### config.mk
export PLATFORM = sky130hd
export DESIGN_NAME = link_frame_sync
export DESIGN_NICKNAME = d
export VERILOG_FILES = /design/src/rtl/link_frame_sync.sv
export SDC_FILE = /design/constraint.sdc
export NUM_CORES = 1
export LEC_CHECK = 0
export BUFFER_PORTS_ARGS = -buffer_cell sky130_fd_sc_hd__buf_2
export CORE_ASPECT_RATIO = 0.9
export CORE_UTILIZATION = 61
export CTS_BUF_LIST = sky130_fd_sc_hd__clkbuf_8
export DETAILED_ROUTE_END_ITERATION = 8
export PLACE_DENSITY = 0.81
export SLEW_MARGIN = 20
export SYNTH_ARGS = -nofsm -noshare
export SYNTH_HDL_FRONTEND = slang
export SYNTH_SLANG_ARGS = --single-unit
### constraint.sdc
create_clock -name clk_link -period 2.6 [get_ports clk_link]
set_input_delay 0.39 -clock clk_link [delete_from_list [all_inputs] [get_ports clk_link]]
set_output_delay 0.39 -clock clk_link [all_outputs]
set_load 0.1 [all_outputs]
### src/rtl/link_frame_sync.sv
// link_frame_sync
//   Frame synchroniser sitting behind the Manchester CDR in the clk_link
//   domain. Hunts for SYNC_WORD in the recovered bit stream, then tracks
//   fixed-length frames (SYNC_W sync bits, DATA_W payload bits MSB first,
//   one even-parity bit), confirms alignment over CONFIRM_N good syncs,
//   flywheels across up to MISS_N-1 bad syncs and delivers each payload.
//
// Ports:
//   clk_link      in   link clock
//   rst_n         in   asynchronous active-low reset
//   bit_in        in   recovered data bit
//   bit_in_valid  in   qualifies bit_in for one cycle
//   cdr_locked    in   CDR lock; low aborts alignment on the next edge
//   frame_data    out  last delivered payload, held between frames
//   frame_valid   out  one-cycle pulse per delivered frame
//   frame_err     out  parity error of the delivered frame
//   sync_locked   out  frame alignment acquired
//   good_frames   out  (LINK_FRAME_STATS_EN) saturating count of clean frames
//   parity_errs   out  (LINK_FRAME_STATS_EN) saturating count of parity errors
//
// Optional feature macro: LINK_FRAME_STATS_EN (adds the two counter ports).

module link_frame_sync #(
    parameter int unsigned       SYNC_W    = 8,
    parameter logic [SYNC_W-1:0] SYNC_WORD = 8'hA7,
    parameter int unsigned       DATA_W    = 16,
    parameter int unsigned       CONFIRM_N = 2,
    parameter int unsigned       MISS_N    = 3
) (
    input  logic              clk_link,
    input  logic              rst_n,
    input  logic              bit_in,
    input  logic              bit_in_valid,
    input  logic              cdr_locked,
    output logic [DATA_W-1:0] frame_data,
    output logic              frame_valid,
    output logic              frame_err,
`ifdef LINK_FRAME_STATS_EN
    output logic [15:0]       good_frames,
    output logic [15:0]       parity_errs,
`endif
    output logic              sync_locked
);

    localparam int unsigned CNT_MAX = (DATA_W > SYNC_W) ? DATA_W : SYNC_W;
    localparam int unsigned CNT_W   = $clog2(CNT_MAX);

    localparam logic [CNT_W-1:0] DATA_LAST = CNT_W'(DATA_W - 1);
    localparam logic [CNT_W-1:0] SYNC_LAST = CNT_W'(SYNC_W - 1);
    localparam logic [3:0]       CONFIRM_L = 4'(CONFIRM_N);
    localparam logic [3:0]       MISS_L    = 4'(MISS_N);

    localparam logic [1:0] ST_HUNT     = 2'd0;
    localparam logic [1:0] ST_PAYLOAD  = 2'd1;
    localparam logic [1:0] ST_PARITY   = 2'd2;
    localparam logic [1:0] ST_SYNC_CHK = 2'd3;

    logic [1:0]        r_state;
    logic [SYNC_W-1:0] r_win;      // hunt window, reused to collect sync bits in SYNC_CHK
    logic [DATA_W-1:0] r_pay;
    logic [CNT_W-1:0]  r_bitcnt;
    logic [3:0]        r_conf;
    logic [3:0]        r_miss;
    logic              r_locked;
    logic [DATA_W-1:0] r_fdata;
    logic              r_fv;
    logic              r_ferr;

    logic [SYNC_W-1:0] w_win_next;
    logic [DATA_W-1:0] w_pay_next;
    logic              w_sync_hit;
    logic              w_par_err;
    logic              w_deliver;

    assign w_win_next = {r_win[SYNC_W-2:0], bit_in};
    assign w_pay_next = {r_pay[DATA_W-2:0], bit_in};
    assign w_sync_hit = (w_win_next == SYNC_WORD);
    assign w_par_err  = (^r_pay) ^ bit_in;
    // A frame leaves only if its parity bit is really accepted (an abort in
    // the same cycle discards the bit) and alignment is currently confirmed.
    assign w_deliver  = cdr_locked && bit_in_valid && (r_state == ST_PARITY) && r_locked;

    always_ff @(posedge clk_link or negedge rst_n) begin
        if (!rst_n) begin
            r_state  <= ST_HUNT;
            r_win    <= '0;
            r_pay    <= '0;
            r_bitcnt <= '0;
            r_conf   <= '0;
            r_miss   <= '0;
            r_locked <= 1'b0;
            r_fdata  <= '0;
            r_fv     <= 1'b0;
            r_ferr   <= 1'b0;
        end else begin
            r_fv <= 1'b0;
            if (!cdr_locked) begin
                r_state  <= ST_HUNT;
                r_win    <= '0;
                r_bitcnt <= '0;
                r_conf   <= '0;
                r_miss   <= '0;
                r_locked <= 1'b0;
            end else if (bit_in_valid) begin
                case (r_state)
                    ST_HUNT: begin
                        r_win <= w_win_next;
                        if (w_sync_hit) begin
                            r_conf   <= 4'd1;
                            r_miss   <= '0;
                            r_bitcnt <= '0;
                            r_state  <= ST_PAYLOAD;
                            if (CONFIRM_L == 4'd1) r_locked <= 1'b1;
                        end
                    end
                    ST_PAYLOAD: begin
                        r_pay <= w_pay_next;
                        if (r_bitcnt == DATA_LAST) begin
                            r_bitcnt <= '0;
                            r_state  <= ST_PARITY;
                        end else begin
                            r_bitcnt <= r_bitcnt + CNT_W'(1);
                        end
                    end
                    ST_PARITY: begin
                        if (w_deliver) begin
                            r_fv    <= 1'b1;
                            r_fdata <= r_pay;
                            r_ferr  <= w_par_err;
                        end
                        r_bitcnt <= '0;
                        r_state  <= ST_SYNC_CHK;
                    end
                    default: begin // ST_SYNC_CHK
                        r_win <= w_win_next;
                        if (r_bitcnt == SYNC_LAST) begin
                            r_bitcnt <= '0;
                            r_state  <= ST_PAYLOAD;
                            if (w_sync_hit) begin
                                r_miss <= '0;
                                // compare against N-1 so a saturated count never wraps
                                if (r_conf >= CONFIRM_L - 4'd1) begin
                                    r_conf   <= CONFIRM_L;
                                    r_locked <= 1'b1;
                                end else begin
                                    r_conf <= r_conf + 4'd1;
                                end
                            end else begin
                                r_conf <= '0;
                                if (r_miss + 4'd1 == MISS_L) begin
                                    r_miss   <= '0;
                                    r_locked <= 1'b0;
                                    r_win    <= '0;
                                    r_state  <= ST_HUNT;
                                end else begin
                                    r_miss <= r_miss + 4'd1;
                                end
                            end
                        end else begin
                            r_bitcnt <= r_bitcnt + CNT_W'(1);
                        end
                    end
                endcase
            end
        end
    end

    assign frame_data  = r_fdata;
    assign frame_valid = r_fv;
    assign frame_err   = r_ferr;
    assign sync_locked = r_locked;

`ifdef LINK_FRAME_STATS_EN
    // Cleared by rst_n only; loss of CDR lock leaves the totals intact.
    logic [15:0] r_good;
    logic [15:0] r_perr;

    always_ff @(posedge clk_link or negedge rst_n) begin
        if (!rst_n) begin
            r_good <= '0;
            r_perr <= '0;
        end else if (w_deliver) begin
            if (w_par_err) begin
                if (r_perr != '1) r_perr <= r_perr + 16'd1;
            end else begin
                if (r_good != '1) r_good <= r_good + 16'd1;
            end
        end
    end

    assign good_frames = r_good;
    assign parity_errs = r_perr;
`endif

endmodule

# Yosys cells after proc, flatten, opt, wreduce, memory -nomap -nowiden

Index checks and enable logic that the tools add are counted.

Bits in registers: 56
Bits in latches: 0
RAM bits: 0
ROM bits: 0
Output and inout bits: 19
Word-level logic and storage cells: 89
Memories kept: 0

Add/subtract/negate cells: 3
Multiply operators: 0
Div/mod/pow operators: 0
Order comparisons: 1
Equality and inequality tests: 16
Shift operators: 0
Muxes and demuxes: 44
Bitwise gates (word level): 1
Reductions and logical operators: 14

Operator list:

| operator                                                          | count |
|---|---|
| two-way mux 4 bit                                                 | 16 |
| two-way mux 7 bit                                                 | 5 |
| one-hot mux 4 bit (2 select lines)                                | 2 |
| XOR reduction 16 bit                                              | 1 |
| one-hot mux 7 bit (2 select lines)                                | 1 |
| two-way mux 1 bit                                                 | 13 |
| adder 4 x 1 -> 4 bit, second input constant                       | 3 |
| one-hot mux 4 bit (3 select lines)                                | 1 |
| AND reduction 4 bit                                               | 3 |
| two-way mux 2 bit                                                 | 5 |
| == test 8 bit, second input constant                              | 1 |
| != test 2 bit, second input constant                              | 3 |
| != test 3 x 1 -> 1 bit, second input constant                     | 2 |
| != test 3 bit, second input constant                              | 2 |
| one-hot mux 2 bit (3 select lines)                                | 1 |
| != test 5 x 1 -> 1 bit, second input constant                     | 1 |
| AND reduction 5 bit                                               | 1 |
| == test 4 x 2 -> 1 bit, second input constant                     | 1 |
| == test 4 x 3 -> 1 bit, second input constant                     | 1 |
| == test 4 bit, second input constant                              | 1 |
| greater-or-equal comparator 4 x 1 -> 1 bit, second input constant | 1 |
| AND reduction 2 bit                                               | 2 |
| logical AND 1 bit                                                 | 3 |
| != test 3 x 2 -> 1 bit, second input constant                     | 1 |
| 8 further kinds                                                   | 8 |

# Depth between registers and ports, before layout

Word-level depth: 8
Depth in mapped cells: 8
Mapped depth without buffers: 7

# Worst setup path after synthesis

Ideal clock, no wire load.

Kind: register -> register
Start point: register r_locked, in the netlist sync_locked
End point: register r_fdata[0], in the netlist frame_data[0]
Library setup time: 0.068 ns
Data arrival time: 1.865 ns
Path slack: 0.667 ns
Cell stages (with the launch flop): 6
Buffers on the path: 1
Cell sequence: dfrtp_1 nand4_1 clkinv_1 buf_2 nand2_1 nand2_1

Longest elaborated chain between the ends: 2

RTL lines:

| what                                 | RTL line | RTL |
|---|---|---|
| from (decl)                          | 64       | `logic r_locked;` |
| from (signal assigned)               | 91       | `r_locked <= 1'b0;` |
| from (signal assigned)               | 103      | `r_locked <= 1'b0;` |
| from (signal assigned)               | 113      | `if (CONFIRM_L == 4'd1) r_locked <= 1'b1;` |
| logical AND 1 bit                    | 81       | `assign w_deliver = cdr_locked && bit_in_valid && (r_state == ST_PARITY) && r_locked;` |
| AND reduction 4 bit (no source line) | -        |  |
| to (signal assigned)                 | 128      | `r_fdata <= r_pay;` |
| to (decl)                            | 65       | `logic [DATA_W-1:0] r_fdata;` |

No other way between the ends.
A chain may end at the register's enable or synchronous reset.

# Worst setup path after layout

Start point: register r_state[0]
End point: register r_conf[0]

Longest elaborated chain between the ends: 5
Elaborated cells between the ends (all ways): 11

RTL lines:

| what                                                           | RTL line | RTL |
|---|---|---|
| from (decl)                                                    | 58       | `logic [1:0] r_state;` |
| from (signal assigned)                                         | 85       | `r_state <= ST_HUNT;` |
| from (signal assigned)                                         | 98       | `r_state <= ST_HUNT;` |
| from (signal assigned)                                         | 112      | `r_state <= ST_PAYLOAD;` |
| == test 2 bit / == test 2 x 1 -> 1 bit (equally long branches) | 105      | `case (r_state)` |
| OR reduction 2 bit (no source line)                            | -        |  |
| one-hot mux 4 bit (2 select lines)                             | 105      |  |
| two-way mux 4 bit                                              | 104      | `end else if (bit_in_valid) begin` |
| two-way mux 4 bit                                              | 97       | `if (!cdr_locked) begin` |
| to (signal assigned)                                           | 146      | `r_conf <= r_conf + 4'd1;` |
| to (decl)                                                      | 62       | `logic [3:0] r_conf;` |

Several ways; a longest one is shown, not always the timed one. The select of a mux whose other input is x is not followed.

==> out/qor.yml <==
async_flop_share: 1.00
finalClockSkew_ps: 4.76
fin_area_um2: 2990
syn_to_final_growth_pct: 9.35
mostFrequentLayoutCell: "nand2_1"
cts_buffers: 5
grtUsageTotal: 0.240
netlist_area_um2: 2730
tightest_slew_ps: 715
arrival_ps: 2200
cp_max_fo: 11
ctsResizeCount: 0
instances_no_fill: 341
grt_pass1_vias: 1831
seq_area_frac_synth: 0.513
antenna_cells: 0
finalSetupTns_ps: 0
avgSynthCellArea_um2: 10.7
netlist_instances: 254
clock-sinks: 56
cap_violations: 0
fmax_mhz: 497
fin_crit_sh: 0.774
final_cell_mix: "nand2_1, dfrtp_1, buf_2, mux2_2, xnor2_1"
fin_nets: 296
power_leakage_nw: 1.51
final_antenna_net_count: 0
first_pass_iters: 4
r2r_start: "r_state[0]"
grt_first_pass_wirelength_mm: 8.68
insertion_delay_ps: 310
r2r_cells: 7
rows: 22
core-area_um2: 4180
boundaryPins: 24
cts_buffer_depth: 2
reg2reg_slack_ps: 590
drt_iter0_drc: 126
initial_core_util: 0.653
cts_root_buffer: "clkbuf_8"
die_w_um: 72.5
wl_per_cell_um: 14.6
r2r-end: "r_conf[0]"
place_hpwl_mm: 3.47
hold_buffers: 0
ys_warn_count: 0
grt_setup_unrepaired: "no"
htreeDepth: 2
finalSetupViolCount: 0
drv_slew: 0
outcome: "finished clean"
numPortBuffers: 23
gp_congestion: 0.768
via_count: 1907
period_minus_slack_ps: 2010
place_inst: 334
slew_headroom: 0.523
powerDensity_nw_per_um2: 463
synth_cell_type_count: 49
synth_fp_nets: 269
endpoint_kind: "flop"
grt_start_max_net_pins: 34
cts_setup_buffers: 0
hold_viol: 0
yosys_register_bits: 56
dieArea_um2: 4750
place_area_um2: 2900
crit_path_start_kind: "flop"
fill_cells: 313
hold_path_class: "input pin to asynchronous set/reset pin"
drt_wl_total_mm: 4.97
antenna_found_initial: 0
timing_worst_setup_path_type: "flop to flop"
ir_worst_vdd_v: 0.000391
drc: 0
synth-main-ff-cell: "dfrtp_1"
grt_overflow: 0
synth_edf_count: 0
cp.required_ps: 2790
viasPerCell: 5.59
fp.dieH_um: 65.5
drive_gt1_frac: 0.199
cts.clk_slew.worst_paths_ps: 90
cts_tree: "done"
[cell type report]
class                      count  area, um^2  area share
clock inverter                 2        12.5     0.00419
multi-input combinational    181        1240       0.417
sequential                    56        1400       0.469
tap                           60        75.1      0.0251
clock buffer                   5        68.8      0.0231
timing repair buffer          27         145      0.0486
inverter                      10        37.5      0.0126
[synthesized netlist by cell type (all sizes together) (2+ instances only)]
| master | instances | share of area |
|---|---|---|
| a21oi | 7 | 0.014 |
| nand2 | 63 | 0.087 |
| a22o | 3 | 0.0096 |
| nor2b | 2 | 0.0046 |
| inv | 8 | 0.011 |
| nor3 | 3 | 0.0055 |
| and3b | 2 | 0.0064 |
| o31ai | 3 | 0.0082 |
| o41ai | 3 | 0.0096 |
| and4bb | 2 | 0.0092 |
| buf | 6 | 0.016 |
| ha | 10 | 0.046 |
| nand4b | 2 | 0.0064 |
| nand4 | 2 | 0.0046 |
| o21a | 2 | 0.0055 |
| nand2b | 2 | 0.0046 |
| o21ai | 8 | 0.016 |
| a21boi | 2 | 0.0069 |
| a221o | 4 | 0.015 |
| xnor2 | 12 | 0.038 |
| mux2 | 17 | 0.070 |
| clkinv | 2 | 0.0028 |
| xor2 | 3 | 0.0096 |
| a311oi | 2 | 0.0064 |
| nor2 | 6 | 0.0082 |
| dfrtp | 56 | 0.51 |
| nand3 | 4 | 0.0073 |
[metal layers]
layer  GRT usage  part of all wire  vias up
met5           0                 0        -
met4      0.0515             0.010        0
met3      0.0414             0.025        7
met2       0.373              0.46       27
met1       0.355              0.50      929
li1            -                 -      944
[logic make-up (layout without fill, tap and decap cells)]
kind of cell               after synthesis  in the layout  share of synthesized area
xor gates and xnor gates                16             16                     0.0564
and+or+nand+nor                         95             95                      0.164
adders and majority gates               10             10                     0.0458
muxes                                   18             18                     0.0738
AOI/OAI and AO/OA                       42             42                      0.116
buffers and inverters                   17             44                     0.0307
DFF                                     56             56                      0.513
[registers in the layout, indices dropped and copies added, names as in the netlist]
register / count
frame_data: 16
frame_err: 1
frame_valid: 1
r_bitcnt: 4
r_conf: 4
r_miss: 4
r_pay: 16
r_state: 2
r_win: 7
sync_locked: 1
[critical path, stage by stage (launching register included)]
cell	delay, ps
dfrtp_1	410
inv_1	80
ha_1	300
and4bb_2	390
a311oi_1	50
or2_1	350
a211oi_1	250
a21oi_1	60
[stage by stage]
| step | hold WS, ps | total power [mW] | util | setup WS, ps |
|---|---|---|---|---|
| floorplan | 94.4 | 0.921 | - | 667 |
| global placement | 453 | 0.947 | 0.694 | 679 |
| detailed placement | 457 | 0.948 | 0.694 | 602 |
| CTS | 152 | 1.40 | 0.714 | 592 |
| global route | 199 | 1.43 | 0.714 | 390 |
| finish | 129 | 1.38 | 0.714 | 587 |
[report_power, final]
part | internal (mW) | leakage [nW] | switching (mW) | total, mW
sequential | 0.874 | 0.779 | 0.00385 | 0.878
clock | 0.183 | 0.0400 | 0.269 | 0.452
combinational | 0.0143 | 0.690 | 0.0374 | 0.0517
[how the worst max path moves through the flow]
stage                 from       endpoint  cells past startpoint
4_1_cts         r_state[0]      r_conf[0]                      7
2_1_floorplan  sync_locked  frame_data[0]                      5
3_5_place_dp    r_state[0]      r_miss[2]                      7
5_1_grt         r_state[1]      r_miss[3]                      7
3_3_place_gp    r_state[0]      r_conf[0]                      7
6_report        r_state[0]      r_conf[0]                      7
Power figures use the tool's default switching activity.
